[src/rtl/guess_round_ctrl.sv]
// Bulls-and-Cows round sequencer: digit entry, check hand-off, attempt count, win/lose.
// Optional DUP_REJECT_EN: reject a digit already present in the partial guess.
module guess_round_ctrl #(
    parameter int MAX_TRIES = 10,
    parameter int CHECK_LAT = 1
) (
    input  logic        clk,
    input  logic        rst,
    input  logic        digit_valid,
    input  logic [3:0]  digit,
    input  logic        clear,
    input  logic        new_game,
    input  logic [3:0]  strike,
    input  logic [3:0]  ball,
    output logic [15:0] guess,
    output logic [2:0]  entry_cnt,
    output logic        check_en,
    output logic [3:0]  last_strike,
    output logic [3:0]  last_ball,
    output logic [3:0]  attempts,
    output logic        correct,
    output logic        lose,
    output logic        dup_err
);

    typedef enum logic [2:0] {
        ENTRY = 3'd0,
        CHECK = 3'd1,
        JUDGE = 3'd2,
        WIN   = 3'd3,
        LOSE  = 3'd4
    } state_t;

    state_t      state, state_n;
    logic [2:0]  lat_cnt, lat_cnt_n;
    logic [15:0] guess_n;
    logic [2:0]  entry_cnt_n;
    logic [3:0]  last_strike_n, last_ball_n, attempts_n;
    logic        dup_err_n;
    logic        dig_ok, dup_hit;

    assign dig_ok = digit_valid && (digit <= 4'd9);

`ifdef DUP_REJECT_EN
    // Unentered nibbles hold 4'hF, which never matches a legal digit.
    assign dup_hit = (digit == guess[15:12]) || (digit == guess[11:8]) ||
                     (digit == guess[7:4])   || (digit == guess[3:0]);
`else
    assign dup_hit = 1'b0;
`endif

    always_comb begin
        state_n       = state;
        lat_cnt_n     = lat_cnt;
        guess_n       = guess;
        entry_cnt_n   = entry_cnt;
        last_strike_n = last_strike;
        last_ball_n   = last_ball;
        attempts_n    = attempts;
        dup_err_n     = 1'b0;

        if (new_game) begin
            state_n     = ENTRY;
            lat_cnt_n   = 3'd0;
            guess_n     = 16'hFFFF;
            entry_cnt_n = 3'd0;
            attempts_n  = 4'd0;
        end else begin
            case (state)
                ENTRY: begin
                    if (clear) begin
                        guess_n     = 16'hFFFF;
                        entry_cnt_n = 3'd0;
                    end else if (dig_ok) begin
                        if (dup_hit) begin
                            dup_err_n = 1'b1;
                        end else begin
                            case (entry_cnt)
                                3'd0:    guess_n[15:12] = digit;
                                3'd1:    guess_n[11:8]  = digit;
                                3'd2:    guess_n[7:4]   = digit;
                                default: guess_n[3:0]   = digit;
                            endcase
                            entry_cnt_n = entry_cnt + 3'd1;
                            if (entry_cnt == 3'd3) begin
                                state_n   = CHECK;
                                lat_cnt_n = 3'd0;
                            end
                        end
                    end
                end
                CHECK: begin
                    if (lat_cnt == 3'(CHECK_LAT - 1)) begin
                        last_strike_n = strike;
                        last_ball_n   = ball;
                        state_n       = JUDGE;
                    end else begin
                        lat_cnt_n = lat_cnt + 3'd1;
                    end
                end
                JUDGE: begin
                    attempts_n = (attempts == 4'd15) ? 4'd15 : attempts + 4'd1;
                    if (last_strike == 4'd4) begin
                        state_n = WIN;
                    end else if (({1'b0, attempts} + 5'd1) == 5'(MAX_TRIES)) begin
                        state_n = LOSE;
                    end else begin
                        state_n     = ENTRY;
                        guess_n     = 16'hFFFF;
                        entry_cnt_n = 3'd0;
                    end
                end
                default: ;
            endcase
        end
    end

    // Flags are decoded from the next state so they line up with the state register.
    always_ff @(posedge clk) begin
        if (!rst) begin
            state       <= ENTRY;
            lat_cnt     <= 3'd0;
            guess       <= 16'hFFFF;
            entry_cnt   <= 3'd0;
            last_strike <= 4'd0;
            last_ball   <= 4'd0;
            attempts    <= 4'd0;
            check_en    <= 1'b0;
            correct     <= 1'b0;
            lose        <= 1'b0;
            dup_err     <= 1'b0;
        end else begin
            state       <= state_n;
            lat_cnt     <= lat_cnt_n;
            guess       <= guess_n;
            entry_cnt   <= entry_cnt_n;
            last_strike <= last_strike_n;
            last_ball   <= last_ball_n;
            attempts    <= attempts_n;
            check_en    <= (state_n == CHECK);
            correct     <= (state_n == WIN);
            lose        <= (state_n == LOSE);
            dup_err     <= dup_err_n;
        end
    end

endmodule
[config.mk]
export PLATFORM = sky130hd
export DESIGN_NAME = guess_round_ctrl
export DESIGN_NICKNAME = d
export VERILOG_FILES = /design/src/rtl/guess_round_ctrl.sv
export SDC_FILE = /design/constraint.sdc
export NUM_CORES = 1
export LEC_CHECK = 0
export CAP_MARGIN = 20
export CORE_MARGIN = 5
export CORE_UTILIZATION = 53
export CTS_BUF_LIST = sky130_fd_sc_hd__clkbuf_8
export DETAILED_ROUTE_END_ITERATION = 10
export PLACE_DENSITY = 0.95
export SYNTH_ARGS = -nofsm -noshare
export SYNTH_HDL_FRONTEND = slang
export SYNTH_SLANG_ARGS = --single-unit
[constraint.sdc]
create_clock -name clk -period 4 [get_ports clk]
set_input_delay 0.8 -clock clk [delete_from_list [all_inputs] [get_ports clk]]
set_output_delay 0.8 -clock clk [all_outputs]
set_load 0.01 [all_outputs]
==> impl_metrics.toml, run 1 <==
[run]
maxCapViolations = 0

[worst_setup_path]
endpoint_kind = "flip-flop"
path_buf_inv = 2
cp-startpoint = "rst"
crit_path_cell_trace = "clkdlybuf4s50_1, nand2b_1, buf_4, or3_1, nor2_1, mux2i_1"
crit_type = "input pin to flip-flop"
critPathMaxStageDelay_ns = 0.60
crit_fanout = 24
regToRegSetupSlack_ns = 2.11
cp.required_ns = 4.17
r2r-start = "attempts[1]$_SDFFE_PP0P_"
critPathTopFamily = "buffers and inverters"
reg2regPathDepth = 7
cp.arrival_ns = 2.55
cp-start-kind = "input pin"
r2r-end = "guess[12]$_SDFFE_PP1P_"
crit_path_top_delay_cell = "clkdlybuf4s50_1"

[routing]
wire_per_inst_um = 15.2
drc = 0
drtPass1Iterations = 4
wl_um = 4420
vias = 1537
ant_nets = 0
routed_via_density = 5.28
drt_iter0_drc = 143

[logic_synthesis]
ys_types = 40
syn_inst = 192
syn_area_per_cell_um2 = 9.65
synth_top_cell_by_area = "dfxtp_1"
synth_fa_ha_area_share_pct = 6.08
yosys.area_share.simple_pct = 24.0
synth_top_area_share_pct = 43.2
synth-async-reset-ratio_pct = 0
ys_seq_elements = 40
syn-num-nets = 218
synth_top_family_by_area = "simple AND/OR/NAND/NOR gates"
synth_edf_count = 0
synthMuxAreaShare_pct = 14.7
yosys_warnings = 0
ys.flop_type = "dfxtp_1"
synth_compound_area_share_pct = 8.58
synthTopCellsByArea = "dfxtp_1 (43%), mux2i_1 (14%), ha_1 (6.1%)"
synth_area_mm2 = 0.00185
synth-xor-area-share_pct = 0
ys_seq_area_share_pct = 43.2

[timing]
setup_viol = 0
min_period_over_period_pct = 59.6
final-hold-violation-count = 0
maxSlewViolCount = 0
setup_ws_ns = 1.62
tns_ns = 0
period_minus_slack_ns = 2.38
relSlewSlack_pct = 57.4
finalClockSkew_ns = 0.00751
worstMarginPinSlew_ns = 0.630
rsz0062_at_grt = "no"
fmax_mhz = 419

[min_path]
min-delay-start = "last_ball[1]$_SDFFE_PN0P_"
hold_end = "last_ball[1]$_SDFFE_PN0P_"
hp-class = "flip-flop to flip-flop"
min_path_cells = 2

[pwr]
peakVddDrop_v = 0.000243
p_leak_nw = 0.998
cellPowerDensity_mw_per_mm2 = 320
totalPowerFinal_mw = 0.797

[layout]
multi_input_area_um2 = 991
final_common_cell = "clkdlybuf4s50_1"
n_fill_cell = 259
layout.nets = 270
syn_to_final_growth_pct = 34.4
ff_latch_area_um2 = 801
drive_gt1_share_pct = 6.94
final_cell_mix = "clkdlybuf4s50_1 (50), dfxtp_1 (40), nor2_1 (26), mux2i_1 (26), nor2b_1 (12)"
antenna_cells = 0

[grt]
overflow = 0
antenna_found_initial = 0
grt_pass1_vias = 1575
grt_max_degree = 25
grt_first_pass_wirelength_um = 7330
grt_use_total_pct = 18.7

[cts]
ctsHoldBuffers = 0
htreeDepth = 2
cts.repair.resized = 0
cts.clk_slew.worst_paths_ns = 0.08
clk_latency_ns = 0.30
cts_tree = "built"
cts-root-buf = "clkbuf_8"
cts_buffers = 5
postCtsSetupBuffers = 0
cts_sinks = 40
ctsLongestPathBuffers = 2

[place]
post-place-ws_ns = 1.31
gp_congestion = 0.839
hpwl_um = 3180
numPortBuffers = 50

[die]
fp.dieArea_mm2 = 0.00478
boundaryPins = 52
die_h_um = 69.1
die_w_um = 69.1
num_rows = 21
core-area_mm2 = 0.00336
initial_core_util_pct = 55.1

[outcome]
outcome = "finished clean"
==> cell families (layout without fill, tap and decap cells) <==
group,count (synthesis),in the layout
AO/OA/AOI/OAI,25,25
adder cells (fa/ha/maj),9,9
buffers and inverters,13,66
flip-flops,40,40
multiplexers,27,27
other,1,1
AND/OR/NAND/NOR,77,77
==> through the flow <==
stage | instance area (um2) | utilization (%) | hold WS [ns] | std cells
2_1_floorplan | 1850 | - | 0.475 | 192
3_3_place_gp | 2380 | 70.9 | 0.491 | 283
5_1_grt | 2490 | 74.1 | 0.549 | 291
3_5_place_dp | 2380 | 70.9 | 0.510 | 283
6_report | 2490 | 74.1 | 0.525 | 291
4_1_cts | 2490 | 74.1 | 0.527 | 291
==> final cells by class <==
class	count	share of cell area [%]
timing repair buffer	51	20.4
clock inverter	3	1.56
sequential	40	32.1
tap	46	2.31
clock buffer	5	2.76
multi-input combinational	139	39.8
inverter	7	1.05
==> cell usage after synthesis (2+ instances only) <==
library cell  count
nand2_1           3
ha_1              9
nor3_1            6
nand2b_1          4
o21ai_0           6
nand3_1           6
or3_1             2
a21oi_1           8
and4b_1           2
a31oi_1           2
nor2b_1          12
inv_1             7
clkbuf_1          3
and2_1            2
nor2_4            4
o211ai_1          2
nor2_1           26
dfxtp_1          40
nor3b_1           2
mux2i_1          26
==> state kept, by name (all words and copies together) (netlist names) <==
register and count:
entry_cnt 3, last_strike 4, attempts 4, lose 1
correct 1, guess 16, last_ball 4, check_en 1
lat_cnt 3, state 3
==> metal layers <==
| metal | up-vias | global-route usage (%) | routed length [um] |
|---|---|---|---|
| met2 | 45 | 31.7 | 2190 |
| met4 | 0 | 6.51 | 104 |
| li1 | 769 | - | - |
| met5 | - | 0 | 0 |
| met1 | 710 | 22.4 | 1930 |
| met3 | 13 | 5.52 | 199 |
==> tightest hold or removal path: stages, from the launching register on <==
cell and delay, ns:
dfxtp_1 0.33, mux2i_1 0.07, nor2b_1 0.09
==> power breakdown <==
group | switching [mW] | internal [mW] | total [mW]
Clock | 0.140 | 0.183 | 0.323
Combinational | 0.0328 | 0.0367 | 0.0695
Sequential | 0.00312 | 0.402 | 0.405
==> worst max path at each step <==
stage	end	slack, ns	depth (start not counted)
after floorplan	state[0]$_SDFF_PN0_	2.18	5
after global placement	guess[15]$_SDFFE_PP1P_	1.37	6
after detailed placement	guess[12]$_SDFFE_PP1P_	1.31	6
after CTS	guess[11]$_SDFFE_PP1P_	1.60	6
after global routing	guess[11]$_SDFFE_PP1P_	1.48	6
final	guess[12]$_SDFFE_PP1P_	1.62	6
No activity file was read; power rests on OpenSTA's default activity.
==> inputs of run 2 (changes only) <==
- CORE_UTILIZATION: 53 -> 49
- PLACE_DENSITY: 0.95 -> 0.9
- clock period: 4 -> 2.49 ns (I/O delays scaled with it)
==> run 2 against run 1 <==
Net effect:
- clock skew shrank 0.0012 ns
- critical endpoint is now guess[4]$_SDFFE_PP1P_
- global-route usage shrank 2.2 points
- combinational power grew 63%
- die area rose by 7.0%
- non-clock buffer count grew 2
- largest power group unchanged
- worst hold slack got worse by 0.013 ns
- power rose by 68%
- first-iteration DRC count shrank 4.9%
- count of clock-buffer cells in the layout grew 2
==> impl_metrics.toml, run 2 (synthesis results as in run 1) <==
[outcome]
outcome = "finished clean"

[die]
die_w_um = 71.5
boundaryPins = 52
core-area_mm2 = 0.00366
num_rows = 22
initial_core_util_pct = 50.6
fp.dieArea_mm2 = 0.00511
die_h_um = 71.5

[run]
maxCapViolations = 0

[routing]
drtPass1Iterations = 4
drt_iter0_drc = 136
ant_nets = 0
routed_via_density = 5.15
drc = 0
wl_um = 4050
vias = 1519
wire_per_inst_um = 13.7

[layout]
fin_area_mm2 = 0.00253
largest_register_ffs = 16
final_cell_mix = "clkdlybuf4s50_1 (50), dfxtp_1 (40), nor2_1 (26), mux2i_1 (26), nor2b_1 (12)"
layout.nets = 272
syn_to_final_growth_pct = 36.4
largest_register = "guess"
antenna_cells = 0
final_common_cell = "clkdlybuf4s50_1"
drive_gt1_share_pct = 8.10

[timing]
rsz0062_at_grt = "no"
final-hold-violation-count = 0
relSlewSlack_pct = 49.9
fmax_mhz = 516
worstMarginPinSlew_ns = 0.741
period_minus_slack_ns = 1.94
maxSlewViolCount = 0
min_period_over_period_pct = 77.9
finalClockSkew_ns = 0.00629
setup_viol = 0
tns_ns = 0

[grt]
grt_first_pass_wirelength_um = 6660
antenna_found_initial = 0
overflow = 0
grt_pass1_vias = 1466
grt_use_total_pct = 16.5
grt_max_degree = 24

[pwr]
peakVddDrop_v = 0.000307
clock_power_share_pct = 42.9
totalPowerFinal_mw = 1.34
power_frac_comb_pct = 8.5
p_leak_nw = 1.01
cellPowerDensity_mw_per_mm2 = 529
p_seq_share_pct = 48.6
intPower_mw = 1.06
netSwitchingPower_mw = 0.276
sw_frac_of_total_pct = 20.7

[worst_setup_path]
endpoint_kind = "flip-flop"
cp.arrival_ns = 2.15
cp.required_ns = 2.70
crit_type = "input pin to flip-flop"
crit_fanout = 7
cp-start-kind = "input pin"

[place]
numPortBuffers = 50
gp_congestion = 0.815
placement.cell_area_mm2 = 0.00240
hpwl_um = 3070

[cts]
cts.repair.resized = 0
cts-root-buf = "clkbuf_8"
clk_latency_ns = 0.29
htreeDepth = 2
cts_sinks = 40
ctsLongestPathBuffers = 2
cts_tree = "built"
cts.clk_slew.worst_paths_ns = 0.07
ctsHoldBuffers = 0
postCtsSetupBuffers = 0
cts_buffers = 5

[min_path]
hp-class = "flip-flop to flip-flop"
run 2: cell count changes in the layout (fill, tap and decap cells not counted):
cell,previous run,this run
clkinv_2,1,0
buf_4,1,3
inv_1,8,7
clkbuf_8,5,7
run 2: per-layer routing:
metal  wire length [um]  vias to the layer above  global-route usage, %
li1                   -                      771                      -
met1               1820                      695                   20.6
met2               1940                       48                   27.2
met3                272                        5                   6.17
met4                 18                        0                   3.34
met5                  0                        -                      0
run 2: metrics by stage:
step | setup slack (ns) | instances | util, % | hold WS [ns]
after floorplan | 0.737 | 192 | - | 0.475
after global placement | 0.364 | 287 | 65.6 | 0.494
after detailed placement | 0.258 | 287 | 65.6 | 0.499
after CTS | 0.559 | 295 | 69.0 | 0.516
after global routing | 0.471 | 295 | 69.0 | 0.528
final | 0.551 | 295 | 69.0 | 0.513
run 2: layout make-up:
class | count | area (um2)
multi-input cells | 139 | 991
fillers | 281 | 1130
clock buffers | 7 | 96.3
inverters | 7 | 26.3
clock inverters | 1 | 30.0
flip-flops and latches | 40 | 801
repair buffers | 53 | 523
well taps | 48 | 60.1
run 2: power groups by stage:
stage                     clock network [mW]  logic [mW]  registers (mW)
after global placement                     0       0.111           0.665
after global routing                   0.613       0.122           0.651
after CTS                              0.583       0.114           0.650
final                                  0.573       0.113           0.650
after floorplan                            0      0.0572           0.667
after detailed placement                   0       0.113           0.665
run 2: worst paths after layout:
check	startpoint	endpoint	slack (ns)	cells after the start
max reg2reg	attempts[1]$_SDFFE_PP0P_	guess[4]$_SDFFE_PP1P_	0.63	7
min	guess[6]$_SDFFE_PP1P_	guess[6]$_SDFFE_PP1P_	0.51	2
min reg2reg	guess[6]$_SDFFE_PP1P_	guess[6]$_SDFFE_PP1P_	0.51	2
max	digit_valid	guess[4]$_SDFFE_PP1P_	0.55	6
run 2: critical path, stage by stage:
cell             delay (ns)
clkdlybuf4s50_1        0.47
nor3b_1                0.41
o31ai_1                0.17
o21a_4                 0.20
nor2_4                 0.19
mux2i_1                0.21
